==> src/rtl/multi_queue_read_arbiter.sv <==
// multi_queue_read_arbiter: credit-gated round-robin read grant across FIFO queues
// clk, rst: clock and synchronous active-high reset
// q_valid, q_ready: per-queue head valid in, onehot0 read grant out (same cycle)
// credit_return, credit_avail: per-queue slot-freed pulse in, credit-nonzero flag out
// grant_idx, grant_any: granted queue index (0 when idle) and any-grant flag
// credit_overflow: sticky, credit returned to a queue already holding CREDITS
// MULTI_QUEUE_READ_ARBITER_STATS_EN adds grant_count, per-queue saturating 16-bit grant totals
module multi_queue_read_arbiter #(
  parameter int QUEUE_COUNT = 2,
  parameter int CREDITS = 4
) (
  input  logic clk,
  input  logic rst,
  input  logic [QUEUE_COUNT-1:0] q_valid,
  output logic [QUEUE_COUNT-1:0] q_ready,
  input  logic [QUEUE_COUNT-1:0] credit_return,
  output logic [QUEUE_COUNT-1:0] credit_avail,
  output logic [$clog2(QUEUE_COUNT)-1:0] grant_idx,
  output logic grant_any,
  output logic credit_overflow
`ifdef MULTI_QUEUE_READ_ARBITER_STATS_EN
  ,
  output logic [QUEUE_COUNT-1:0][15:0] grant_count
`endif
);
  localparam int IW = $clog2(QUEUE_COUNT);
  localparam int CW = $clog2(CREDITS + 1);
  localparam logic [CW-1:0] FULL = CW'(CREDITS);
  logic [IW-1:0] ptr;
  logic [IW-1:0] j;
  logic [CW-1:0] credit [QUEUE_COUNT];
  logic [QUEUE_COUNT-1:0] elig;
  // Scan from ptr+N-1 down to ptr so the last hit is the first eligible queue after ptr.
  always_comb begin
    j = '0;
    for (int i = 0; i < QUEUE_COUNT; i++) begin
      credit_avail[i] = credit[i] != '0;
      elig[i] = q_valid[i] && credit_avail[i] && !rst;
    end
    grant_any = |elig;
    grant_idx = '0;
    for (int k = QUEUE_COUNT - 1; k >= 0; k--) begin
      j = IW'((int'(ptr) + k) % QUEUE_COUNT);
      grant_idx = elig[j] ? j : grant_idx;
    end
    q_ready = grant_any ? QUEUE_COUNT'(1) << grant_idx : '0;
  end
  always_ff @(posedge clk) begin
    if (rst) begin
      ptr <= '0;
      credit_overflow <= 1'b0;
      for (int i = 0; i < QUEUE_COUNT; i++) credit[i] <= FULL;
    end else begin
      if (grant_any) ptr <= (grant_idx == IW'(QUEUE_COUNT - 1)) ? '0 : grant_idx + 1'b1;
      for (int i = 0; i < QUEUE_COUNT; i++) begin
        if (q_ready[i] && !credit_return[i]) credit[i] <= credit[i] - 1'b1;
        else if (credit_return[i] && !q_ready[i]) begin
          if (credit[i] == FULL) credit_overflow <= 1'b1;
          else credit[i] <= credit[i] + 1'b1;
        end
      end
    end
  end
`ifdef MULTI_QUEUE_READ_ARBITER_STATS_EN
  always_ff @(posedge clk) begin
    for (int i = 0; i < QUEUE_COUNT; i++) begin
      if (rst) grant_count[i] <= '0;
      else if (q_ready[i] && grant_count[i] != 16'hffff) grant_count[i] <= grant_count[i] + 1'b1;
    end
  end
`endif
endmodule

==> config.mk <==
export PLATFORM = sky130hd
export DESIGN_NAME = multi_queue_read_arbiter
export DESIGN_NICKNAME = d
export VERILOG_FILES = /design/src/rtl/multi_queue_read_arbiter.sv
export SDC_FILE = /design/constraint.sdc
export NUM_CORES = 1
export LEC_CHECK = 0
export BUFFER_PORTS_ARGS = -buffer_cell sky130_fd_sc_hd__buf_2
export CAP_MARGIN = 20
export CORE_AREA = 2 2 39 41
export DETAILED_ROUTE_END_ITERATION = 10
export DIE_AREA = 0 0 41 43
export PLACE_DENSITY = 0.73
export SYNTH_ARGS = -nofsm -noshare
export SYNTH_HDL_FRONTEND = slang
export SYNTH_SLANG_ARGS = --single-unit
==> constraint.sdc <==
create_clock -name clk -period 4.26 [get_ports clk]
set_input_delay 0.426 -clock clk [delete_from_list [all_inputs] [get_ports clk]]
set_output_delay 0.426 -clock clk [all_outputs]
set_load 0.05 [all_outputs]
==> results of run 1 <==
-- cell type report --
type                       count  area, um2
clock buffer                   3      22.52
fill                         132      618.1
inverter                       6      22.52
multi-input combinational     53      420.4
sequential                     8      220.2
tap                           16      20.02
timing repair buffer          12      60.06
-- where the power goes --
part / switching [mW] / leakage, nW / internal [mW] / total [mW]
clock network: 0.0230 / 0.0138 / 0.0321 / 0.0551
logic: 0.114 / 0.221 / 0.0703 / 0.184
registers: 0.0241 / 0.0760 / 0.108 / 0.132
total: 0.161 / 0.311 / 0.210 / 0.371
-- per-stage QoR --
stage          cell area [um2]  hold slack [ns]  setup WS, ns  utilization, %  power [mW]
3_5_place_dp             743.2           0.5281         2.022           53.71      0.3156
4_1_cts                  765.7           0.4840         1.991           55.33      0.3713
5_1_grt                  765.7           0.4948         1.832           55.33      0.3943
3_3_place_gp             743.2           0.5275         2.062           53.71      0.3106
2_1_floorplan            678.2           0.5402         1.187               -      0.2817
6_report                 765.7           0.4841         2.001           55.33      0.3709
-- cell usage in the layout, fill, tap and decap left out --
cell,n
sky130_fd_sc_hd__a21oi_1,6
sky130_fd_sc_hd__nand2b_4,1
sky130_fd_sc_hd__a31oi_4,1
sky130_fd_sc_hd__edfxtp_1,6
sky130_fd_sc_hd__a211oi_1,1
sky130_fd_sc_hd__o31ai_4,1
sky130_fd_sc_hd__or2_1,1
sky130_fd_sc_hd__xnor2_1,1
sky130_fd_sc_hd__nand3_1,2
sky130_fd_sc_hd__ha_1,3
sky130_fd_sc_hd__clkbuf_4,3
sky130_fd_sc_hd__a31o_2,1
sky130_fd_sc_hd__a211oi_2,1
sky130_fd_sc_hd__fa_1,1
sky130_fd_sc_hd__nor3_1,3
sky130_fd_sc_hd__a2111oi_4,1
sky130_fd_sc_hd__a211o_1,1
sky130_fd_sc_hd__o22ai_1,1
sky130_fd_sc_hd__o211ai_4,1
sky130_fd_sc_hd__nor2b_1,1
sky130_fd_sc_hd__inv_1,6
sky130_fd_sc_hd__a41oi_1,1
sky130_fd_sc_hd__xor2_1,3
sky130_fd_sc_hd__nand2_1,7
sky130_fd_sc_hd__nand4_1,2
sky130_fd_sc_hd__or2_2,1
sky130_fd_sc_hd__o31a_1,1
sky130_fd_sc_hd__a21o_1,1
sky130_fd_sc_hd__and2_1,3
sky130_fd_sc_hd__dfxtp_1,2
sky130_fd_sc_hd__buf_2,12
sky130_fd_sc_hd__nor2_1,6
-- worst max-delay path, stage by stage, from the launching register on --
cell and delay (ns):
sky130_fd_sc_hd__edfxtp_1 0.39, sky130_fd_sc_hd__inv_1 0.08, sky130_fd_sc_hd__ha_1 0.26, sky130_fd_sc_hd__nand2b_4 0.15
sky130_fd_sc_hd__a21o_1 0.13, sky130_fd_sc_hd__nand4_1 0.16, sky130_fd_sc_hd__fa_1 0.42, sky130_fd_sc_hd__xor2_1 0.16
sky130_fd_sc_hd__xnor2_1 0.16, sky130_fd_sc_hd__nand2_1 0.08
-- synth_stat cells, types with 2 or more instances --
master,count
sky130_fd_sc_hd__nor3_1,3
sky130_fd_sc_hd__nor2_1,6
sky130_fd_sc_hd__edfxtp_1,6
sky130_fd_sc_hd__a21oi_1,6
sky130_fd_sc_hd__xor2_1,3
sky130_fd_sc_hd__inv_1,6
sky130_fd_sc_hd__nand2_1,7
sky130_fd_sc_hd__nand3_1,2
sky130_fd_sc_hd__ha_1,3
sky130_fd_sc_hd__and2_1,3
sky130_fd_sc_hd__nand4_1,2
sky130_fd_sc_hd__dfxtp_1,2
-- kinds of logic (layout without fill, tap and decap cells) --
family	Yosys count	after routing	share of synthesized area, %
fa+ha+maj	4	4	8.488
simple gates	27	27	20.30
xor+xnor	4	4	5.167
flops	8	8	32.47
compound gates	18	18	28.05
buf+inv	8	21	5.534
-- worst paths after layout --
check | endpoint | slack [ns] | cells after the start
worst min register to register | credit_overflow$_SDFF_PP0_ | 0.54 | 2
worst max register to register | credit[0][2]$_SDFFCE_PN1P_ | 2.00 | 9
worst min-delay path | ptr$_SDFFE_PP0N_ | 0.48 | 2
worst max-delay path | credit[0][2]$_SDFFCE_PN1P_ | 2.00 | 9
-- flip-flops by register name, indices dropped and copies added (netlist names) --
signal / flops
ptr: 1
credit_overflow: 1
credit: 6
-- routing by layer --
metal / global-route usage, % / vias to the layer above / part of all wire, %
met5: 0 / - / 0
met4: 4.000 / 0 / 0.72
met3: 4.712 / 4 / 4.9
met2: 28.13 / 15 / 50
met1: 17.57 / 268 / 44
li1: - / 279 / -
==> impl.org, run 1 <==
** Timing
- The hold violation total from the final report was 0.
- Headroom to the max-slew limit :: 71.39%
- Counting I/O delays and the setup requirement, the final critical path takes 2.259 ns.
- Setup repair after global routing left no endpoint under its margin.
- For the pin with the worst max-slew slack, the measured transition is 0.4258 ns.
- Final sum of negative setup slack :: 0 ns
- Final number of setup-violating endpoints :: 0
- Max-slew violation total from the final report :: 0
- On the final layout, the worst clock skew is 0.008043 ns.
- Final cycle utilization of the critical path :: 53.03%
- Static timing analysis puts the maximum clock frequency at 442.6 MHz.

** Worst hold path
- The path class of the tightest hold or removal check is in2reg.
- In this run the most critical hold path is launched from rst.

** Floorplan
- The floorplan step set the die width to 41 um.
- Effective utilization at floorplan :: 49.01%
- Die footprint :: 1763 um2
- Floorplan die height :: 43 um
- Core Region :: 1384 um2
- Number of placed I/O pins :: 13
- Row cnt :: 14

** Yosys
- In the post-synthesis netlist, the biggest area contributors are sky130_fd_sc_hd__edfxtp_1 (27%), sky130_fd_sc_hd__dfxtp_1 (5.9%), sky130_fd_sc_hd__ha_1 (5.5%), sky130_fd_sc_hd__a21oi_1 (4.4%), sky130_fd_sc_hd__a2111oi_4 (4.1%).
- Among all flip-flop cells after synthesis, the most frequent one is sky130_fd_sc_hd__edfxtp_1.
- Number of synthesized flops with an enable pin :: 6
- After synthesis, flip-flops and latches occupy 32.47% of the total area.
- Number of warnings reported in the yosys synthesis log :: 0
- Number of synthesized register bits :: 8
- Library cells used by synthesis :: 32
- Of all flip-flops after synthesis, the portion carrying an async set or reset was 0%.
- Cell Area, Synth :: 678.2 um2
- Number of cells produced by synthesis :: 69
- Avg Synthesized Cell Area :: 9.828 um2
- Yosys top cell by area :: sky130_fd_sc_hd__edfxtp_1
- Area share of the leading cell type in the synthesized netlist :: 26.57%
- Counting every net in the synthesized netlist gives 79.

** Global routing
- Number of antenna violations at the first check in global routing :: 0
- Entering global routing, the biggest net connects 11 pins.
- The via count of the first global-routing pass is 504.
- Wire length of the first global-routing pass :: 1.932 mm
- The total overflow left after global routing is 0.
- GRT Util Overall :: 16.00%

** Finish
- From synthesis to final layout, the design area changed by 12.92%.
- The count of cells in the finished layout, fillers not included, comes to 98.
- Of the cells placed in the final design, the portion with a size suffix greater than 1 is 28.05%.
- The net count of the finished layout is 94.
- The number of antenna diodes in the final layout is 0.

** Setup path
- Crit Path Class :: reg2reg
- For the worst setup path, the data arrival time is 2.24 ns.
- Setup crit end kind :: register
- The startpoint identified for the worst register-to-register timing path is credit[1][0]$_DFFE_PP_.
- Max FO, Critical Path :: 7
- STA classifies the critical path startpoint as a register.
- The critical path starts at credit[1][0]$_DFFE_PP_.
- Data required time at the worst endpoint :: 4.24 ns

** Clocking
- After clock tree synthesis, the flow added hold-fix buffers numbering 0.
- The number of gates resized after CTS was 0.
- Counting along the longest clock path gives a buffer depth of 2.
- CTS placed an instance of sky130_fd_sc_hd__clkbuf_4 at the clock tree root.
- CTS H-tree depth :: 1
- Clock tree synthesis inserted a total of 3 buffers.
- TritonCTS clock tree :: built
- Latest clock arrival within the worst-skew pair :: 0.25 ns
- Sink count of the clock tree :: 8
- Post-CTS setup-driven buffer insertion count :: 0
- Clock-pin slew was measured on the worst setup and hold paths at 0.06 ns.

** Power
- Total power density per cell area :: 484.4 nW/um2
- In this run the static leakage power is 0.3107 nW.
- VDD sags by at most 0.0002024 V.

** Route
- Overall routed net length :: 1.256 mm
- Detailed-route via count :: 566
- The detailed router finished its first iteration with 19 violations.
- Using the TritonRoute via totals, the vias-per-cell ratio works out to 5.776.
- Number of optimization iterations in the first detailed-route pass :: 4
- The detail route stage leaves a number of antenna-violating nets equal to 0.
- Detail-routed net length per standard cell :: 12.82 um
- Number of remaining DRC errors :: 0

** Placed design
- HPWL Detailed :: 1.015 mm
- GP Congestion :: 0.7938
- Port buffering added 12 buffers.
- Placed Cells incl. Taps :: 95

** Run status
- The flow ran to the end, and the final reports show no timing, DRC or antenna violations.

** Job
- Number of max-cap violations :: 0
Note: power is estimated with default switching activity, not from simulation.
==> inputs of run 2 (changes only) <==
--- a/config.mk
+++ b/config.mk
@@ -7,10 +7,9 @@
 export LEC_CHECK = 0
 export BUFFER_PORTS_ARGS = -buffer_cell sky130_fd_sc_hd__buf_2
 export CAP_MARGIN = 20
-export CORE_AREA = 2 2 39 41
+export CORE_UTILIZATION = 52
 export DETAILED_ROUTE_END_ITERATION = 10
-export DIE_AREA = 0 0 41 43
-export PLACE_DENSITY = 0.73
+export PLACE_DENSITY = 0.75
 export SYNTH_ARGS = -nofsm -noshare
 export SYNTH_HDL_FRONTEND = slang
 export SYNTH_SLANG_ARGS = --single-unit
==> constraint.sdc (replaced) <==
create_clock -name clk -period 2.3 [get_ports clk]
set_input_delay 0.23 -clock clk [delete_from_list [all_inputs] [get_ports clk]]
set_output_delay 0.23 -clock clk [all_outputs]
set_load 0.05 [all_outputs]
==> impl.org, run 2 (synthesized netlist as in run 1, its figures left out) <==
** Run status
- The run finished with clean final reports.

** Job
- Max-cap violations in this run came to 0.

** Clocking
- Number of clock buffers inserted by TritonCTS :: 3
- TritonCTS clock tree :: built
- At the later pin of the worst-skew pair, clock insertion delay measures 0.26 ns.
- In this run the deepest clock path goes through 2 buffers.
- Clock-pin slew was measured on the worst setup and hold paths at 0.06 ns.
- Once the clock tree was built, the setup fixing pass inserted 0 buffers.
- After clock tree synthesis, the flow added hold-fix buffers numbering 0.
- CTS saw 8 sinks.
- CTS Root Buffer Type :: sky130_fd_sc_hd__clkbuf_4
- CTS H-tree depth :: 1
- After clock tree synthesis, the repair step resized 0 gates.

** Setup path
- STA classifies the critical path startpoint as a register.
- For flop-to-flop paths, the worst setup slack is 0.17 ns.
- Of all nets on the critical path, the largest fanout is 5.
- STA puts the critical path data arrival time at 2.14 ns.
- Data required time at the worst endpoint :: 2.31 ns
- Setup crit end kind :: register
- The critical path in this run is classified as reg2reg.

** Timing
- Final number of setup-violating endpoints :: 0
- In this run the tightest slew margin relative to its limit is 70.18%.
- Static timing analysis puts the maximum clock frequency at 469.4 MHz.
- Setup repair after global routing left no endpoint under its margin.
- The hold violation total from the final report came to 0.
- In the finished design, the share of the clock period the worst path needs comes to 92.63%.
- Slew @ Worst Pin :: 0.4438 ns
- The worst path in the final design needs a cycle of 2.131 ns, including I/O delays and setup.
- Across the routed clock network, the largest skew measured is 0.0009236 ns.
- Max-slew violation total from the final report :: 0
- Adding up every negative setup slack in the final design gives 0 ns.

** Finish
- Ant. Diodes :: 0
- Final-stage net count :: 96
- The layout has 91 filler cells.
- In the final layout, the multi-input gates occupy 434.2 um2.
- Highest-count cells in the layout ignoring fill and taps :: sky130_fd_sc_hd__buf_2 (12), sky130_fd_sc_hd__nand2_1 (7), sky130_fd_sc_hd__nor2_1 (6), sky130_fd_sc_hd__inv_1 (6), sky130_fd_sc_hd__edfxtp_1 (6)
- Area added between synthesis and finish :: 17.34%
- More flip-flops sit in one register than any other, and that register is credit.
- The largest registers in the layout are credit: 6 flops, credit_overflow: 1 flops, ptr: 1 flops.
- Flip-flop count of the largest register, all copies and words added :: 6
- After routing the design area is 795.8 um2.
- Leaving out fill and tap cells, the most frequent cell in the layout is sky130_fd_sc_hd__buf_2.
- Summing all flip-flop and latch instances after layout gives 220.2 um2.
- Of the cells placed in the final design, the portion with a size suffix greater than 1 is 32.94%.

** Floorplan
- The floorplan step defined a die boundary enclosing 1452 um2.
- Floorplan die height :: 38.11 um
- Pin placement for this block handled 13 I/O pins.
- Once the floorplan was initialized, standard cells occupied 58.66% of the core.
- The die is 38.11 um wide.
- The core region is 1156 um2.
- Row cnt :: 12

** Power
- The completed layout was analyzed and its total power is 0.7208 mW.
- In this run switching power makes up 43.47% of total power.
- Summed over all cells, the static leakage comes to 0.3237 nW.
- IR drop worst, VDD :: 0.0005572 V
- Clock share of power :: 16.8%
- Internal power of the cells :: 0.4075 mW
- Sw power :: 0.3133 mW
- The share of total power dissipated in sequential elements is 33.5%.
- Total power density per cell area :: 905.8 nW/um2
- Part of the total power dissipated in combinational logic :: 49.8%

** Global routing
- Maximum number of pins on one net before global-route repair :: 11
- Across every metal layer, demand over resource in global routing totals 22.43%.
- Summed over all layers, the global routing overflow is 0.
- Number of antenna violations at the first check in global routing :: 0
- The first global-routing pass estimated 2.118 mm of wire.
- Via count of the first global-routing pass :: 468

** Route
- Summed over all layers, the routed wires come to 1.313 mm.
- Using the TritonRoute via totals, the vias-per-cell ratio works out to 5.636.
- The first routing iteration left 16 violations.
- In this run the remaining antenna-violating nets after routing total 0.
- Number of remaining DRC errors :: 0
- The pre-antenna-repair detailed-routing pass consisted of 4 iterations.
- Detailed-route via count :: 558
- Detail-routed net length per standard cell :: 13.26 um

** Placed design
- IO buf count :: 12
- Once detailed placement completed, the half-perimeter wirelength came to 1.036 mm.
- Routability-driven placement finished with a final weighted congestion of 0.7727.
- The placed instances occupy a cell area of 767.0 um2.

** Worst hold path
- The worst hold path belongs to the class in2reg.
run 2: cell types whose count changed in the layout (fill, tap and decap cells not counted):
cell,delta
sky130_fd_sc_hd__ha_2,+1
sky130_fd_sc_hd__buf_4,+2
sky130_fd_sc_hd__nor2b_4,+1
sky130_fd_sc_hd__nor2b_1,-1
sky130_fd_sc_hd__a21oi_1,-1
sky130_fd_sc_hd__clkbuf_1,+1
sky130_fd_sc_hd__ha_1,-1
sky130_fd_sc_hd__a21oi_2,+1
run 2: cell type report:
type                       instances  area share, %
tap                               14          2.201
timing repair buffer              14          9.434
inverter                           6          2.830
sequential                         8          27.67
multi-input combinational         53          54.56
clock buffer                       4          3.302
run 2: critical path, cell delays in order (launching register included):
cell and delay [ns]:
sky130_fd_sc_hd__edfxtp_1 0.50, sky130_fd_sc_hd__o31ai_4 0.29, sky130_fd_sc_hd__a21o_1 0.11, sky130_fd_sc_hd__nand4_1 0.17
sky130_fd_sc_hd__fa_1 0.41, sky130_fd_sc_hd__xor2_1 0.18, sky130_fd_sc_hd__xnor2_1 0.14, sky130_fd_sc_hd__nand2_1 0.06
run 2: routing by layer:
layer	GRT usage (%)	part of all wire (%)	vias up
li1	-	-	283
met1	30.34	47	251
met2	33.47	47	20
met3	6.977	4.7	4
met4	8.036	1.1	0
met5	0	0	-
run 2: power by group through the flow:
stage | Sequential, mW | Clock [mW] | Combinational (mW)
global route | 0.246 | 0.130 | 0.396
finish | 0.241 | 0.121 | 0.359
CTS | 0.241 | 0.122 | 0.356
global placement | 0.243 | 0 | 0.345
floorplan | 0.250 | 0 | 0.276
detailed placement | 0.244 | 0 | 0.354
run 2: final timing paths:
kind,from,to,depth (start not counted)
max,credit[0][0]$_SDFFCE_PN0P_,credit[0][2]$_SDFFCE_PN1P_,7
min,rst,ptr$_SDFFE_PP0N_,2
max reg2reg,credit[0][0]$_SDFFCE_PN0P_,credit[0][2]$_SDFFCE_PN1P_,7
min reg2reg,ptr$_SDFFE_PP0N_,ptr$_SDFFE_PP0N_,2
run 2: per-stage QoR:
stage	hold slack (ns)	std cells	util, %	setup slack [ns]
2_1_floorplan	0.3959	69	-	0.01341
3_3_place_gp	0.5262	95	66.34	0.2063
3_5_place_dp	0.5473	95	66.34	0.1373
4_1_cts	0.2778	99	68.61	0.1252
5_1_grt	0.2865	99	68.83	0.02839
6_report	0.2763	99	68.83	0.1695
==> inputs of run 3 (changes only) <==
==> constraint.sdc (replaced) <==
create_clock -name clk -period 2.3 [get_ports clk]
set_input_delay 0.23 -clock clk [delete_from_list [all_inputs] [get_ports clk]]
set_output_delay 0.23 -clock clk [all_outputs]
set_load 0.01 [all_outputs]
==> impl.org, run 3 (synthesized netlist as in run 1, its figures left out) <==
** Setup path
- Critical register-to-register path startpoint :: credit[0][0]$_SDFFCE_PN0P_
- For the worst flop-to-flop path, the logic depth is 7.
- The worst setup path is launched from a register.
- STA puts the critical path data required time at 2.30 ns.
- Along the worst path, the maximum fanout reaches 5.
- Worst reg2reg endpoint :: credit[0][2]$_SDFFCE_PN1P_
- Worst setup slack for register-to-register paths :: 0.18 ns
- Worst path arrival time :: 2.11 ns
- The worst setup path is captured at a register.
- Crit Path Class :: reg2reg

** Placed design
- IO buf count :: 12
- GP Congestion :: 0.8135
- HPWL Detailed :: 950.5 um
- Dpl cell area :: 755.7 um2

** Finish
- Ratio of cells with drive above 1 in the final layout :: 30.95%
- Fillers :: 101
- The multi-input combinational cells in the finished layout cover a total of 422.9 um2.
- From synthesis to final layout, the design area changed by 15.13%.
- Most frequent standard cell in the layout excluding fill and tap cells :: sky130_fd_sc_hd__buf_2
- Largest registers :: credit: 6 flops, credit_overflow: 1 flops, ptr: 1 flops
- The repair_antennas step left the layout with diodes totalling 0.
- The finished cells cover 780.7 um2.
- The register with the most flip-flops in the layout has 6 of them.
- FF/Latch Area :: 220.2 um2
- Final-stage net count :: 96
- Counting flops per register, the top entry is credit.
- Highest-count cells in the layout ignoring fill and taps :: sky130_fd_sc_hd__buf_2 (12), sky130_fd_sc_hd__nand2_1 (7)

** Timing
- Slew @ Worst Pin :: 0.4294 ns
- The hold violation total from the final report is 0.
- Final number of setup-violating endpoints :: 0
- After routing, the total negative slack on setup checks comes to 0 ns.
- Maximum operating frequency :: 472.6 MHz
- The smallest clock period supported by the final layout is computed as 2.116 ns.
- The final number of max-transition violations came to 0.
- Final cycle utilization of the critical path :: 92.01%
- Headroom to the max-slew limit :: 71.15%
- Across the routed clock network, the largest skew measured is 0.0002967 ns.
- RSZ-0062 raised after global routing :: no

** Floorplan
- Floorplan die height :: 38.11 um
- Row generation in the floorplan step produced 12 rows.
- Effective utilization at floorplan :: 58.66%
- Core Region :: 1156 um2
- Die footprint :: 1452 um2
- Horiz. Die Dim :: 38.11 um
- 13 I/O pins were placed.

** Worst hold path
- HP Class :: in2reg
- The startpoint identified for the worst hold timing path is rst.
- Hold path depth :: 2
- For hold timing, the worst endpoint is credit_overflow$_SDFF_PP0_.

** Route
- Overall routed net length :: 1.180 mm
- Detailed-route via count :: 554
- Number of optimization iterations in the first detailed-route pass :: 4
- First-iteration detailed-routing DRC count :: 8
- Per-cell via count in the routed design :: 5.653
- Number of nets with antenna violations after detailed routing :: 0
- For this run, design rule violations remaining after detail routing come to 0.
- Dividing the detail-routed wire length by the instance count gives 12.04 um.

** Clocking
- At the later pin of the worst-skew pair, clock insertion delay measures 0.25 ns.
- CTS placed an instance of sky130_fd_sc_hd__clkbuf_4 at the clock tree root.
- Number of buffers on the longest clock path :: 2
- TritonCTS clock tree :: built
- Number of clock buffers inserted by TritonCTS :: 3
- Clock-pin slew was measured on the worst setup and hold paths at 0.05 ns.
- Sink count of the clock tree :: 8
- CTS built an H-tree with a depth of 1.

** Power
- Overall power consumption :: 0.6480 mW
- Of the total power, the clock network draws 15.9%.
- Of the total power, the share spent switching nets is 38.51%.
- Per report_power, the sequential group accounts for 37.4% of the total.
- IR drop worst, VDD :: 0.0004755 V
- Power spread over the standard cell area amounts to 830.0 nW/um2.
- Internal power comes to 0.3985 mW.
- Leakage power :: 0.3185 nW
- In this run the power spent charging and discharging nets is 0.2496 mW.
- Part of the total power dissipated in combinational logic :: 46.7%

** Global routing
- The via count of the first global-routing pass was 504.
- Global routing consumed, over all layers together, 20.20% of the routing resources.
- The initial antenna violation count is 0.
- Wire length of the first global-routing pass :: 1.987 mm
- The total overflow left after global routing is 0.
- Maximum number of pins on one net before global-route repair :: 11

** Job
- Max-cap violations in this run came to 0.

** Run status
- The flow ran to the end, and the final reports show no timing, DRC or antenna violations.
-- run 3: metal layers --
layer	vias up	wire length, um	part of all wire (%)	track usage (%)
met5	-	0	0	0
met4	0	26	2.2	13.39
met3	4	43	3.6	1.744
met2	14	537	46	30.51
met1	250	573	49	27.34
li1	286	-	-	-
-- run 3: power groups by stage --
| stage | sequential (mW) | clock, mW | combinational, mW |
|---|---|---|---|
| 6_report | 0.242 | 0.103 | 0.303 |
| 5_1_grt | 0.248 | 0.114 | 0.339 |
| 4_1_cts | 0.242 | 0.110 | 0.302 |
| 3_5_place_dp | 0.245 | 0 | 0.296 |
| 3_3_place_gp | 0.242 | 0 | 0.294 |
| 2_1_floorplan | 0.238 | 0 | 0.234 |
-- run 3: worst max-delay path by stage --
| stage | start | to | slack [ns] | cells past startpoint |
|---|---|---|---|---|
| 6_report | credit[0][0]$_SDFFCE_PN0P_ | credit[0][2]$_SDFFCE_PN1P_ | 0.18 | 7 |
| 5_1_grt | credit[0][0]$_SDFFCE_PN0P_ | credit[0][2]$_SDFFCE_PN1P_ | 0.03 | 7 |
| 4_1_cts | credit[1][0]$_DFFE_PP_ | credit[0][2]$_SDFFCE_PN1P_ | 0.13 | 9 |
| 3_5_place_dp | credit[1][0]$_DFFE_PP_ | credit[0][2]$_SDFFCE_PN1P_ | 0.15 | 9 |
| 3_3_place_gp | credit[0][0]$_SDFFCE_PN0P_ | credit[0][2]$_SDFFCE_PN1P_ | 0.18 | 7 |
| 2_1_floorplan | credit[1][0]$_DFFE_PP_ | credit[0][2]$_SDFFCE_PN1P_ | 0.16 | 10 |
-- run 3: layout make-up --
type	instances	share of cell area [%]
clock buffer	3	2.885
inverter	6	2.885
multi-input combinational	53	54.17
sequential	8	28.21
tap	14	2.244
timing repair buffer	14	9.615
-- run 3: per-stage QoR --
| step | hold WS (ns) | util [%] | worst slack [ns] | instances |
|---|---|---|---|---|
| finish | 0.2909 | 67.53 | 0.1838 | 98 |
| global route | 0.3003 | 67.53 | 0.03498 | 98 |
| CTS | 0.2807 | 67.32 | 0.1337 | 98 |
| detailed placement | 0.5423 | 65.37 | 0.1495 | 95 |
| global placement | 0.5145 | 65.37 | 0.1768 | 95 |
| floorplan | 0.3959 | - | 0.1636 | 69 |
-- run 3: critical path: stages (launching register included) --
cell	delay, ns
sky130_fd_sc_hd__edfxtp_1	0.50
sky130_fd_sc_hd__o31ai_4	0.29
sky130_fd_sc_hd__a21o_1	0.11
sky130_fd_sc_hd__nand4_1	0.15
sky130_fd_sc_hd__fa_1	0.41
sky130_fd_sc_hd__xor2_1	0.16
sky130_fd_sc_hd__xnor2_1	0.18
sky130_fd_sc_hd__nand2_1	0.07
-- run 3: timing repair --
item,4_1_cts,5_1_grt
hold buffers,0,0
setup buffers,0,0
gates resized for setup,0,1
setup endpoints to repair,0,1
